`src/rtl/gray_conv_pkg.sv`:
```
`timescale 1ns/1ps
// gray_conv_pkg
// Shared definitions for the Gray-to-binary arbiter slice.
//   state_t   : output-slot state (EMPTY = no result held, FULL = result held)
//   REQ0/REQ1 : requester index constants, also used as the out_id encoding
package gray_conv_pkg;

    typedef enum logic {
        EMPTY = 1'b0,
        FULL  = 1'b1
    } state_t;

    localparam logic REQ0 = 1'b0;
    localparam logic REQ1 = 1'b1;

endpackage

```
`src/rtl/gray2bin_comb.sv`:
```
`timescale 1ns/1ps
// gray2bin_comb
// Purely combinational Gray-to-binary converter.
// Ports:
//   gray [N-1:0] in  : Gray-coded word
//   bin  [N-1:0] out : binary value; bin[i] is the XOR of gray[N-1:i]
module gray2bin_comb #(
    parameter int N = 3
) (
    input  logic [N-1:0] gray,
    output logic [N-1:0] bin
);

    // Each bit is the parity of all Gray bits at or above it. Written as a
    // reduction per bit rather than a ripple on bin itself, so no output bit
    // feeds back into the same vector.
    for (genvar i = 0; i < N; i++) begin : g_bit
        assign bin[i] = ^gray[N-1:i];
    end

endmodule

```
`src/rtl/gray_conv_arbiter.sv`:
```
`timescale 1ns/1ps
// gray_conv_arbiter
// Two requesters share one Gray-to-binary converter; the converted word is
// registered in a single output slot tagged with the owning requester.
// Ports:
//   clk, rst                 : clock, synchronous active-high reset
//   req0_valid/gray/ready    : requester 0 handshake and Gray word
//   req1_valid/gray/ready    : requester 1 handshake and Gray word
//   out_valid/bin/id/ready   : result slot handshake, binary value, owner
//   dbg_state                : current slot state (0 = EMPTY, 1 = FULL)
//
// Handshake: a transfer happens on any rising edge where valid and ready are
// both high. Producers may not make ready depend on their data; here reqk_ready
// depends only on state, valids, out_ready, the grant pointer and rst. The
// result slot can take a new word when EMPTY, or when FULL and being drained
// in the same cycle (out_ready high), giving one result per cycle.
module gray_conv_arbiter
    import gray_conv_pkg::*;
#(
    parameter int N = 3
) (
    input  logic         clk,
    input  logic         rst,
    input  logic         req0_valid,
    input  logic [N-1:0] req0_gray,
    output logic         req0_ready,
    input  logic         req1_valid,
    input  logic [N-1:0] req1_gray,
    output logic         req1_ready,
    output logic         out_valid,
    output logic [N-1:0] out_bin,
    output logic         out_id,
    input  logic         out_ready,
    output logic         dbg_state
);

    state_t       state;
    state_t       state_nxt;
    logic         last_grant;
    logic         can_accept;
    logic         grant_valid;
    logic         grant_id;
    logic [N-1:0] sel_gray;
    logic [N-1:0] conv_bin;

    // Grant and next-state logic
    always_comb begin
        can_accept  = 1'b0;
        grant_id    = REQ0;
        grant_valid = 1'b0;
        state_nxt   = state;

        // Reset cycle never accepts, so a word offered while rst is high is
        // not lost silently: the producer sees ready low and keeps it.
        can_accept = !rst && ((state == EMPTY) || out_ready);

        if (req0_valid && req1_valid) begin
            // Round-robin: the requester that did not win last time goes next.
            grant_id = (last_grant == REQ0) ? REQ1 : REQ0;
        end else if (req1_valid) begin
            grant_id = REQ1;
        end else begin
            grant_id = REQ0;
        end

        grant_valid = can_accept && (req0_valid || req1_valid);

        case (state)
            EMPTY: begin
                if (grant_valid) state_nxt = FULL;
            end
            FULL: begin
                if (grant_valid)    state_nxt = FULL;
                else if (out_ready) state_nxt = EMPTY;
            end
            default: state_nxt = EMPTY;
        endcase
    end

    assign req0_ready = grant_valid && (grant_id == REQ0);
    assign req1_ready = grant_valid && (grant_id == REQ1);

    // Single converter instance fed by the granted requester's word.
    assign sel_gray = (grant_id == REQ1) ? req1_gray : req0_gray;

    gray2bin_comb #(.N(N)) u_conv (
        .gray (sel_gray),
        .bin  (conv_bin)
    );

    always_ff @(posedge clk) begin
        if (rst) begin
            state      <= EMPTY;
            out_bin    <= '0;
            out_id     <= REQ0;
            last_grant <= REQ1;  // so requester 0 wins the first contention
        end else begin
            state <= state_nxt;
            if (grant_valid) begin
                out_bin    <= conv_bin;
                out_id     <= grant_id;
                last_grant <= grant_id;
            end
        end
    end

    assign out_valid = (state == FULL);
    assign dbg_state = state;

endmodule

```
`config.mk`:
```
export PLATFORM = sky130hd
export DESIGN_NAME = gray_conv_arbiter
export DESIGN_NICKNAME = d
export VERILOG_FILES = /design/src/rtl/gray_conv_pkg.sv /design/src/rtl/gray2bin_comb.sv /design/src/rtl/gray_conv_arbiter.sv
export SDC_FILE = /design/constraint.sdc
export NUM_CORES = 1
export LEC_CHECK = 0
export ABC_AREA = 1
export CORE_AREA = 2 2 39 41
export DETAILED_ROUTE_END_ITERATION = 12
export DIE_AREA = 0 0 41 43
export DONT_BUFFER_PORTS = 1
export HOLD_SLACK_MARGIN = 0.1
export PLACE_DENSITY = 0.53
export SLEW_MARGIN = 20
export SYNTH_ARGS = -nofsm -noshare
export SYNTH_HDL_FRONTEND = slang
export SYNTH_SLANG_ARGS = --single-unit
```
`constraint.sdc`:
```
create_clock -name clk -period 1.35 [get_ports clk]
set_clock_uncertainty 0.05 [all_clocks]
set_input_delay 0.3375 -clock clk [delete_from_list [all_inputs] [get_ports clk]]
set_output_delay 0.3375 -clock clk [all_outputs]
set_load 0.1 [all_outputs]
```
==> results.toml <==
[floorplanning]
design.die.area_sq_um = 1760
fp.coreArea_sq_um = 1380
die-height_microns = 43
die_w_microns = 41
initial_utilization = 0.307
rows = 14
ios = 19

[power]
clkPwrFrac = 0.241
p_comb_frac = 0.477
seqPwrFrac = 0.282
switchingPower_w = 0.000309
ir_drop_mv = 0.339
p_leak_nw = 0.358
p_sw_frac = 0.411
p_per_area_nw_per_um2 = 1030
power_w = 0.000751
p_int_w = 0.000442

[placement]
placed_cell_area_sq_um = 599
placed_cells = 85
place_congestion = 0.727
port_buffers = 0
dp_hpwl_microns = 738

[worst_setup_path]
critPathSlowestCell = "dfxtp_2"
crit_buf_inv = 1
cp_common_cell = "nand2_4"
critical_path_class = "reg -> out"
crit_path_max_fanout = 6
crit_path_end_kind = "output pin"
crit_chain = "nand2_4 -> nand2_4 -> nor2_4 -> buf_12"
cp_top_family = "flip-flops"
worstPathArrival_ns = 1.06
reg2reg_depth = 10
crit_path_start_kind = "flop"
critPathMaxStageDelay_ns = 0.33
cp_data_required_time_ns = 0.96
critical_path_depth = 4

[cells_and_area]
layout_common_cells = "nand2_1 (14), inv_1 (8), buf_4 (7)"
fin_area_sq_um = 726
fill_cells = 144
n_antenna_cell = 0
stdcell_count = 98
syn_to_final_growth_pct = 71.1
layout_commonest_cell = "nand2_1"
final-seq-area_sq_um = 126
drive_gt1_frac = 0.476
final_nets = 94
multi_input_area_sq_um = 283

[clock_tree]
insertion_delay_ns = 0.24
numClockSinks = 6
cts_buffer_depth = 2
cts_tree = "yes"
h-tree-depth = 1
cts_root_buffer = "clkbuf_4"
cts_buffers = 3
path_clk_slew_ns = 0.05

[timing]
slew_headroom = 0.909
final.setup.worst_slack_ns = -0.0986
tightestPinTransition_ns = 0.135
fin_tns_setup_ns = -0.316
min_period_ns = 1.45
rsz0062_at_grt = "true"
fin_crit_sh = 1.07
hold_violations = 0
setup_viol = 4
max_freq_ghz = 0.690
slew_violations = 0

[synthesis]
syn-num-nets = 74
ys_types = 17
netlist_instances = 63
yosysSeqAreaShare = 0.283
avgSynthCellArea_sq_um = 6.73
netlist_area_sq_um = 424
yosys_warnings = 0
ys_ff_latch = 6

[status]
status = "finished with violations"
violations = "negative setup slack"

[routing]
viasPerCell = 4.48
drtIter0Drc = 0
vias = 439
route.detailed.drc = 0
routedWlPerCell_microns = 10.1
drt_first_pass_iters = 1
drt_wl_total_microns = 990
ant_nets = 0

[worst_hold_path]
holdCritPathClass = "in -> reg"
min_path_cells = 2

[job]
cap_violations = 0

[global_route]
antenna_found_initial = 0
grt_pass1_vias = 400
grt_max_degree = 9
grt_util_all_layers = 0.129
grt_pass1_wl_microns = 1550
grt_overflow = 0
## layer usage
metal	vias to the layer above	global-route usage	part of all wire
met5	-	0	0
met4	0	0.0800	0
met3	0	0.0314	0.058
met2	13	0.194	0.52
met1	194	0.157	0.42
li1	232	-	-
## path summary, 6_finish.rpt
check	from	endpoint	slack [ns]
max	last_grant$_SDFFE_PP1P_	req1_ready	-0.1
min	rst	last_grant$_SDFFE_PP1P_	0.16
max reg2reg	last_grant$_SDFFE_PP1P_	out_bin[0]$_SDFFE_PP0P_	0.09
min reg2reg	last_grant$_SDFFE_PP1P_	last_grant$_SDFFE_PP1P_	0.46
## power by group through the flow
| stage | registers [W] | clock network, W | logic (W) |
|---|---|---|---|
| after floorplan | 0.000306 | 0 | 0.000147 |
| after global placement | 0.000215 | 0 | 0.000318 |
| after detailed placement | 0.000216 | 0 | 0.000321 |
| after CTS | 0.000212 | 0.000187 | 0.000335 |
| after global routing | 0.000213 | 0.000210 | 0.000377 |
| final | 0.000212 | 0.000181 | 0.000358 |
## flip-flops by register name (all words and copies together), names as in the netlist
name and flops:
out_bin 3, dbg_state 1, last_grant 1, out_id 1
## area by class of cell
class / instances / share of cell area
Clock buffer: 4 / 0.0362
Multi-Input combinational cell: 45 / 0.390
Inverter: 10 / 0.0534
Sequential cell: 6 / 0.174
Timing Repair Buffer: 17 / 0.319
Tap cell: 16 / 0.0276
## synthesized netlist by cell type
cell / number / area share
a21oi_1: 4 / 0.047
buf_4: 1 / 0.018
buf_6: 1 / 0.027
clkinv_2: 1 / 0.012
dfxtp_1: 6 / 0.28
inv_1: 8 / 0.071
inv_2: 1 / 0.0088
nand2_1: 17 / 0.15
nand2_2: 3 / 0.044
nand2_4: 3 / 0.080
nand3_1: 5 / 0.059
nand3_2: 1 / 0.024
nand3b_1: 1 / 0.018
nand3b_2: 1 / 0.027
nor2_1: 5 / 0.044
nor2_4: 2 / 0.053
o21ai_0: 3 / 0.035
## cells by family after synthesis
logic type             count (synthesis)  synth area share
and+or+nand+nor                       38             0.499
AOI/OAI and AO/OA                      7            0.0826
buffers and inverters                 12             0.136
DFF                                    6             0.283
## repair_timing
item | CTS | global route
hold buffers | 1 | 1
pin swaps | 4 | 11
hold endpoints to repair | 1 | 1
setup buffers | 3 | 4
setup endpoints to repair | 2 | 4
resized for setup | 2 | 5
## per-stage QoR
stage,hold WS [ns],util,setup slack [ns]
floorplan,0.347,-,-0.283
global placement,0.353,0.433,0.103
detailed placement,0.352,0.433,0.0806
CTS,0.107,0.480,-0.113
global route,0.158,0.524,-0.149
finish,0.162,0.524,-0.0986
Power figures use the tool's default switching activity.
